`src/rtl/arb_pkg.sv`:
```
// Shared defaults and width helper for the arbiter requester agent.
package arb_pkg;

    localparam int ARB_DATA_W       = 8;
    localparam int ARB_DEPTH        = 4;
    localparam int ARB_STARVE_LIMIT = 15;

    // Bit width needed to index 'value' states, never narrower than one bit.
    function automatic int clog2_min1(input int value);
        int bits;
        bits = $clog2(value);
        return (bits < 1) ? 1 : bits;
    endfunction

endpackage

```
`src/rtl/arb_requester_if.sv`:
```
// Local-producer, arbiter handshake and shared-bus signals of one requester port.
interface arb_requester_if #(
    parameter int DATA_W = 8,
    parameter int DEPTH  = 4
);
    localparam int LVL_W = $clog2(DEPTH) + 1;

    logic              in_valid_i;
    logic [DATA_W-1:0] in_data_i;
    logic              in_ready_o;
    logic              req_o;
    logic              gnt_i;
    logic              out_valid_o;
    logic [DATA_W-1:0] out_data_o;
    logic              starve_o;
    logic [LVL_W-1:0]  level_o;

    // Requester side (the design)
    modport slave (
        input  in_valid_i, in_data_i, gnt_i,
        output in_ready_o, req_o, out_valid_o, out_data_o, starve_o, level_o
    );

    // Producer/arbiter side (the environment)
    modport master (
        output in_valid_i, in_data_i, gnt_i,
        input  in_ready_o, req_o, out_valid_o, out_data_o, starve_o, level_o
    );
endinterface

```
`src/rtl/arb_req_fifo.sv`:
```
// Synchronous FIFO buffering local words until the arbiter grants them.
module arb_req_fifo
    import arb_pkg::*;
#(
    parameter int DATA_W = ARB_DATA_W,
    parameter int DEPTH  = ARB_DEPTH,
    localparam int PTR_W = clog2_min1(DEPTH),
    localparam int LVL_W = $clog2(DEPTH) + 1
) (
    input  logic              clk_i,
    input  logic              rst_ni,
    input  logic              push_i,
    input  logic              pop_i,
    input  logic [DATA_W-1:0] wdata_i,
    output logic [DATA_W-1:0] rdata_o,
    output logic              full_o,
    output logic              empty_o,
    output logic [LVL_W-1:0]  level_o
);

    logic [DATA_W-1:0] mem_r [DEPTH];
    logic [PTR_W-1:0]  wr_ptr_r;
    logic [PTR_W-1:0]  rd_ptr_r;
    logic [LVL_W-1:0]  count_r;
    logic              push_s;
    logic              pop_s;

    assign full_o  = (count_r == LVL_W'(DEPTH));
    assign empty_o = (count_r == {LVL_W{1'b0}});
    assign level_o = count_r;
    assign rdata_o = mem_r[rd_ptr_r];
    assign push_s  = push_i & ~full_o;
    assign pop_s   = pop_i & ~empty_o;

    // Storage, power-of-two pointers (wrap by overflow) and occupancy count.
    always_ff @(posedge clk_i or negedge rst_ni) begin
        if (!rst_ni) begin
            for (int i = 0; i < DEPTH; i++) begin
                mem_r[i] <= {DATA_W{1'b0}};
            end
            wr_ptr_r <= {PTR_W{1'b0}};
            rd_ptr_r <= {PTR_W{1'b0}};
            count_r  <= {LVL_W{1'b0}};
        end else begin
            if (push_s) begin
                mem_r[wr_ptr_r] <= wdata_i;
                wr_ptr_r        <= wr_ptr_r + PTR_W'(1);
            end
            if (pop_s) begin
                rd_ptr_r <= rd_ptr_r + PTR_W'(1);
            end
            case ({push_s, pop_s})
                2'b10:   count_r <= count_r + LVL_W'(1);
                2'b01:   count_r <= count_r - LVL_W'(1);
                default: count_r <= count_r;
            endcase
        end
    end

endmodule

```
`src/rtl/arb_requester.sv`:
```
// Requester agent: buffers local words, requests the arbiter, issues one word per grant
// and flags starvation.
module arb_requester
    import arb_pkg::*;
#(
    parameter int DATA_W       = ARB_DATA_W,
    parameter int DEPTH        = ARB_DEPTH,
    parameter int STARVE_LIMIT = ARB_STARVE_LIMIT
) (
    input  logic            clk_i,
    input  logic            rst_ni,
    arb_requester_if.slave  bus
);

    localparam int STARVE_W = clog2_min1(STARVE_LIMIT + 1);
    localparam int LVL_W    = $clog2(DEPTH) + 1;

    logic [DATA_W-1:0]   head_s;
    logic                full_s;
    logic                empty_s;
    logic [LVL_W-1:0]    level_s;
    logic                req_s;
    logic                push_s;
    logic                pop_s;
    logic                out_valid_r;
    logic [DATA_W-1:0]   out_data_r;
    logic [STARVE_W-1:0] starve_cnt_r;
    logic [STARVE_W-1:0] starve_cnt_nxt_s;
    logic                starve_r;

    // Ready and request depend only on the registered count, never on gnt_i.
    assign req_s  = ~empty_s;
    assign push_s = bus.in_valid_i & ~full_s;
    assign pop_s  = bus.gnt_i & req_s;

    arb_req_fifo #(
        .DATA_W (DATA_W),
        .DEPTH  (DEPTH)
    ) u_fifo (
        .clk_i   (clk_i),
        .rst_ni  (rst_ni),
        .push_i  (push_s),
        .pop_i   (pop_s),
        .wdata_i (bus.in_data_i),
        .rdata_o (head_s),
        .full_o  (full_s),
        .empty_o (empty_s),
        .level_o (level_s)
    );

    // Starvation counter: clears on a pop or idle, saturates at the limit.
    always_comb begin
        starve_cnt_nxt_s = starve_cnt_r;
        if (pop_s || !req_s) begin
            starve_cnt_nxt_s = {STARVE_W{1'b0}};
        end else if (starve_cnt_r != STARVE_W'(STARVE_LIMIT)) begin
            starve_cnt_nxt_s = starve_cnt_r + STARVE_W'(1);
        end else begin
            starve_cnt_nxt_s = starve_cnt_r;
        end
    end

    // Output register (data held between pulses) and starvation state.
    always_ff @(posedge clk_i or negedge rst_ni) begin
        if (!rst_ni) begin
            out_valid_r  <= 1'b0;
            out_data_r   <= {DATA_W{1'b0}};
            starve_cnt_r <= {STARVE_W{1'b0}};
            starve_r     <= 1'b0;
        end else begin
            out_valid_r  <= pop_s;
            if (pop_s) begin
                out_data_r <= head_s;
            end
            starve_cnt_r <= starve_cnt_nxt_s;
            starve_r     <= (starve_cnt_nxt_s == STARVE_W'(STARVE_LIMIT));
        end
    end

    assign bus.in_ready_o  = ~full_s;
    assign bus.req_o       = req_s;
    assign bus.out_valid_o = out_valid_r;
    assign bus.out_data_o  = out_data_r;
    assign bus.starve_o    = starve_r;
    assign bus.level_o     = level_s;

endmodule

```
`src/flat_wrapper.sv`:
```
// flat-port wrapper written by rule: the top's interface ports become plain ports
module arb_requester_flat import arb_pkg::*;
#(
    parameter int DATA_W       = ARB_DATA_W,
    parameter int DEPTH        = ARB_DEPTH,
    parameter int STARVE_LIMIT = ARB_STARVE_LIMIT
)
  (clk_i, rst_ni, bus_in_valid_i, bus_in_data_i, bus_gnt_i, bus_in_ready_o, bus_req_o, bus_out_valid_o, bus_out_data_o, bus_starve_o, bus_level_o);
  arb_requester_if #(.DATA_W(DATA_W), .DEPTH(DEPTH)) bus_i ();
  input  logic clk_i;
  input  logic rst_ni;
  input wire logic [$bits(bus_i.in_valid_i)-1:0] bus_in_valid_i;
  input wire logic [$bits(bus_i.in_data_i)-1:0] bus_in_data_i;
  input wire logic [$bits(bus_i.gnt_i)-1:0] bus_gnt_i;
  output wire logic [$bits(bus_i.in_ready_o)-1:0] bus_in_ready_o;
  output wire logic [$bits(bus_i.req_o)-1:0] bus_req_o;
  output wire logic [$bits(bus_i.out_valid_o)-1:0] bus_out_valid_o;
  output wire logic [$bits(bus_i.out_data_o)-1:0] bus_out_data_o;
  output wire logic [$bits(bus_i.starve_o)-1:0] bus_starve_o;
  output wire logic [$bits(bus_i.level_o)-1:0] bus_level_o;
  assign bus_i.in_valid_i = bus_in_valid_i;
  assign bus_i.in_data_i = bus_in_data_i;
  assign bus_i.gnt_i = bus_gnt_i;
  assign bus_in_ready_o = bus_i.in_ready_o;
  assign bus_req_o = bus_i.req_o;
  assign bus_out_valid_o = bus_i.out_valid_o;
  assign bus_out_data_o = bus_i.out_data_o;
  assign bus_starve_o = bus_i.starve_o;
  assign bus_level_o = bus_i.level_o;
  arb_requester #(.DATA_W(DATA_W), .DEPTH(DEPTH), .STARVE_LIMIT(STARVE_LIMIT)) u_core (.clk_i(clk_i), .rst_ni(rst_ni), .bus(bus_i));
endmodule
```
`config.mk`:
```
export PLATFORM = sky130hd
export DESIGN_NAME = arb_requester_flat
export DESIGN_NICKNAME = d
export VERILOG_FILES = /design/src/rtl/arb_pkg.sv /design/src/rtl/arb_requester_if.sv /design/src/rtl/arb_req_fifo.sv /design/src/rtl/arb_requester.sv /design/src/flat_wrapper.sv
export SDC_FILE = /design/constraint.sdc
export NUM_CORES = 1
export LEC_CHECK = 0
export CAP_MARGIN = 0
export CORE_MARGIN = 2
export CORE_UTILIZATION = 50
export CTS_CLUSTER_DIAMETER = 40
export DETAILED_ROUTE_END_ITERATION = 8
export GPL_TIMING_DRIVEN = 1
export HOLD_SLACK_MARGIN = 0.03
export PLACE_DENSITY = 0.75
export SYNTH_ARGS = -nofsm -noshare
export SYNTH_HDL_FRONTEND = slang
export SYNTH_SLANG_ARGS = --single-unit
```
`constraint.sdc`:
```
create_clock -name clk_i -period 2.1 [get_ports clk_i]
set_input_delay 0.42 -clock clk_i [delete_from_list [all_inputs] [get_ports clk_i]]
set_output_delay 0.42 -clock clk_i [all_outputs]
set_load 0.01 [all_outputs]
```
==> results <==
-- metal layers --
metal / track usage / vias up
li1: - / 621
met1: 0.227 / 702
met2: 0.325 / 25
met3: 0.0428 / 6
met4: 0.0556 / 0
met5: 0 / -
-- final timing paths --
check                                                          start  slack, ns                                    to
worst max-delay path            u_core.u_fifo.level_o[1]$_DFFE_PN0P_       0.09                        bus_in_ready_o
worst min-delay path                                          rst_ni       0.22  u_core.u_fifo.level_o[1]$_DFFE_PN0P_
worst max register to register  u_core.u_fifo.level_o[1]$_DFFE_PN0P_       0.14  u_core.u_fifo.level_o[2]$_DFFE_PN0P_
worst min register to register   u_core.u_fifo.mem_r[20]$_DFFE_PN0P_       0.50   u_core.u_fifo.mem_r[20]$_DFFE_PN0P_
max in group asynchronous                                     rst_ni       1.43  u_core.u_fifo.level_o[0]$_DFFE_PN0P_
min in group clk_i               u_core.u_fifo.mem_r[20]$_DFFE_PN0P_       0.50   u_core.u_fifo.mem_r[20]$_DFFE_PN0P_
-- flip-flops by register name, indices dropped and copies added (netlist names) --
name	flops
u_core.bus.starve_o	1
u_core.u_fifo.wr_ptr_r	2
u_core.u_fifo.mem_r	32
u_core.bus.out_data_o	8
u_core.u_fifo.level_o	3
u_core.bus.out_valid_o	1
u_core.u_fifo.rd_ptr_r	2
u_core.starve_cnt_r	4
-- worst max-delay path, delay by kind of cell (launching register included) --
kind / cells / cell delay (ns)
flip-flops: 1 / 0.39
buffers and inverters: 2 / 0.48
AND/OR/NAND/NOR: 1 / 0.42
-- timing repair --
action | in CTS | in global routing
gates resized for setup | 3 | 0
endpoints found under the setup margin | 2 | 0
setup buffers | 0 | 0
hold buffers | 0 | 0
-- kinds of logic (layout without fill, tap and decap cells) --
group                    after synthesis  after routing  share of synthesized area
AND/OR/NAND/NOR                       20             20                     0.0656
buffers and inverters                 11             49                     0.0220
flip-flops                            53             53                      0.556
multiplexers                          51             51                      0.278
adder cells (fa/ha/maj)                7              7                     0.0399
AO/OA/AOI/OAI                          3              3                    0.00892
XOR/XNOR                               8              8                     0.0294
-- per-stage QoR --
step | utilization | area, µm²
2_1_floorplan | - | 2400
3_3_place_gp | 0.594 | 2770
3_5_place_dp | 0.594 | 2770
4_1_cts | 0.612 | 2850
5_1_grt | 0.612 | 2850
6_report | 0.612 | 2850
-- layout make-up --
class | instances | area (µm²)
sequential | 53 | 1330
timing repair buffer | 36 | 328
inverter | 6 | 22.5
tap | 54 | 67.6
fill | 350 | 1810
multi-input combinational | 89 | 1020
clock inverter | 1 | 8.76
clock buffer | 6 | 72.6
-- power by group through the flow --
stage	registers [µW]	logic [µW]	clock network, µW
floorplan	1790	1260	0
global placement	1790	1820	0
detailed placement	1840	1910	0
CTS	1820	1920	568
global route	1870	2060	612
finish	1820	1870	552
-- cells in the final DEF (no fill, tap or decap), drive strengths merged, types with 4 or more instances in the layout --
| cell | Yosys | final |
|---|---|---|
| ha | 6 | 6 |
| nor2 | 4 | 4 |
| xnor2 | 5 | 5 |
| dfrtp | 53 | 53 |
| mux2 | 41 | 41 |
| mux4 | 8 | 8 |
| clkbuf | 1 | 6 |
| inv | 6 | 6 |
| nand3 | 7 | 7 |
| clkdlybuf4s50 | 0 | 23 |
| buf | 4 | 11 |
==> summary.txt <==
Worst setup path
  – Crit. End Element: primary output
  – Req. time, crit path: 1.68 ns
  – Critical path type: flop to primary output
  – Worst Path Arrival: ~1.6 ns
  – Worst Path Max Fanout: 5
  – CP max stage delay: 0.42 ns
  – Crit path launch type: flop
  – Worst Reg-to-Reg Cells: 8
  – CP max stage cell: or3b_4
  – Critical-path cell list: or3b_4, buf_4, dlygate4sd2_1

STA
  – Hold Vio Cnt, Final: 0
  – RSZ-0062 raised after global routing: no
  – Fmax: roughly 500 MHz
  – Slew Viols, Final: 0
  – Fin crit period: 2.01 ns
  – Final setup margin: 0.0913 ns
  – Setup Skew: roughly 0.0082 ns
  – Period utilization: 0.957
  – Worst-margin pin slew: about 0.65 ns
  – Final setup viols: 0
  – Hold WS: 0.220 ns
  – Slew Limit Headroom: 0.566
  – Setup_tns: 0 ns

Power and ir drop
  – Sequential power share: 0.429
  – Sw frac: 0.315
  – Total Power: between 4000 and 5000 µW
  – Worst VDD drop: around 0.00065 V
  – Clock share of power: 0.130
  – Leakage Power: 0.00122 µW
  – Switching power: about 1300 µW
  – Cell Int Power: ~2900 µW
  – Combinational cell fraction of total power: 0.441
  – Pwr per Cell Area: roughly 1500 nW/µm²

GRT
  – Pin count of the biggest net entering global routing: 54
  – Grt ovf: 0
  – Initial antenna violation count: 0
  – First-pass GRT wire length: ~7400 µm
  – Total GRT Usage: 0.186
  – Vias in the first global route: between 1000 and 1500

Placement
  – Placed Cells: approximately 240
  – Port Buf Inserts: 26
  – DP HPWL: around 3100 µm
  – Final GP Congestion: 0.800
  – Place WS: -0.0766 ns

Die
  – Core area: between 4000 and 5000 µm²
  – Total die area: ~5300 µm²
  – Core Rows: 25
  – Starting Density: 0.511
  – Num ports: 27
  – Die H: roughly 73 µm
  – Die X: 73.0 µm

Clock network
  – Worst-Skew Late Latency: 0.30 ns
  – TritonCTS clock tree: built
  – Num CTS Buffers: 5
  – # clock sinks: 53
  – CTS Buffer Depth: 2
  – H-tree Lvls: 2
  – Clock-pin slew on the worst setup and hold paths: ~0.080 ns
  – Root Driver: clkbuf_8

Logic synthesis
  – Mapped Nets: 172
  – Commonest cells post-synth: dfrtp_1, mux2_2, mux4_2
  – Yosys Warn Count: 0
  – Count leader, synth: dfrtp_1
  – Synthesized cell area: about 2400 µm²
  – Top cell type's share of synthesized area: 0.556
  – Cell count after synthesis: between 150 and 200
  – Post-synth EDFFs: 0
  – Synth cell types: 27
  – Leading register cell type out of synthesis: dfrtp_1
  – Area contributors post-synth: dfrtp_1, mux2_2, mux4_2, ha_1, nand3_4
  – Largest area contributor in the netlist: dfrtp_1
  – Syn Area/Cell: around 16 µm²
  – Yosys reg bits: 53
  – Asr flop ratio synth: 1.00
  – Sequential-to-total area share from yosys stat: 0.556

Route
  – Initial detailed-routing violation count: roughly 100
  – DRT antenna net count: 0
  – Number of remaining DRC errors: 0
  – Detailed-route wire length: approximately 4400 µm
  – Vias/cell: between 5 and 6
  – TritonRoute pass-1 iters: 4
  – Metal3 WL: about 110 µm
  – Met2 WL post-DR: about 2400 µm
  – Total number of vias: between 1000 and 1500
  – Met1 Wirelength: between 1500 and 2000 µm
  – WL per Instance: 17.9 µm
  – Highest routed layer: met4

Final layout
  – P&R area growth vs syn: 19.6%
  – Fin cells: approximately 250
  – Layout cells sized above 1: 0.377
  – Layout Nets: 210
  – # diodes: 0

Run
  – Max Cap Viol: 0

Min path
  – Hold Crit Class: input port to async pin

Status
  – Status: finished, final reports clean
No activity file was read; power rests on OpenSTA's default activity.
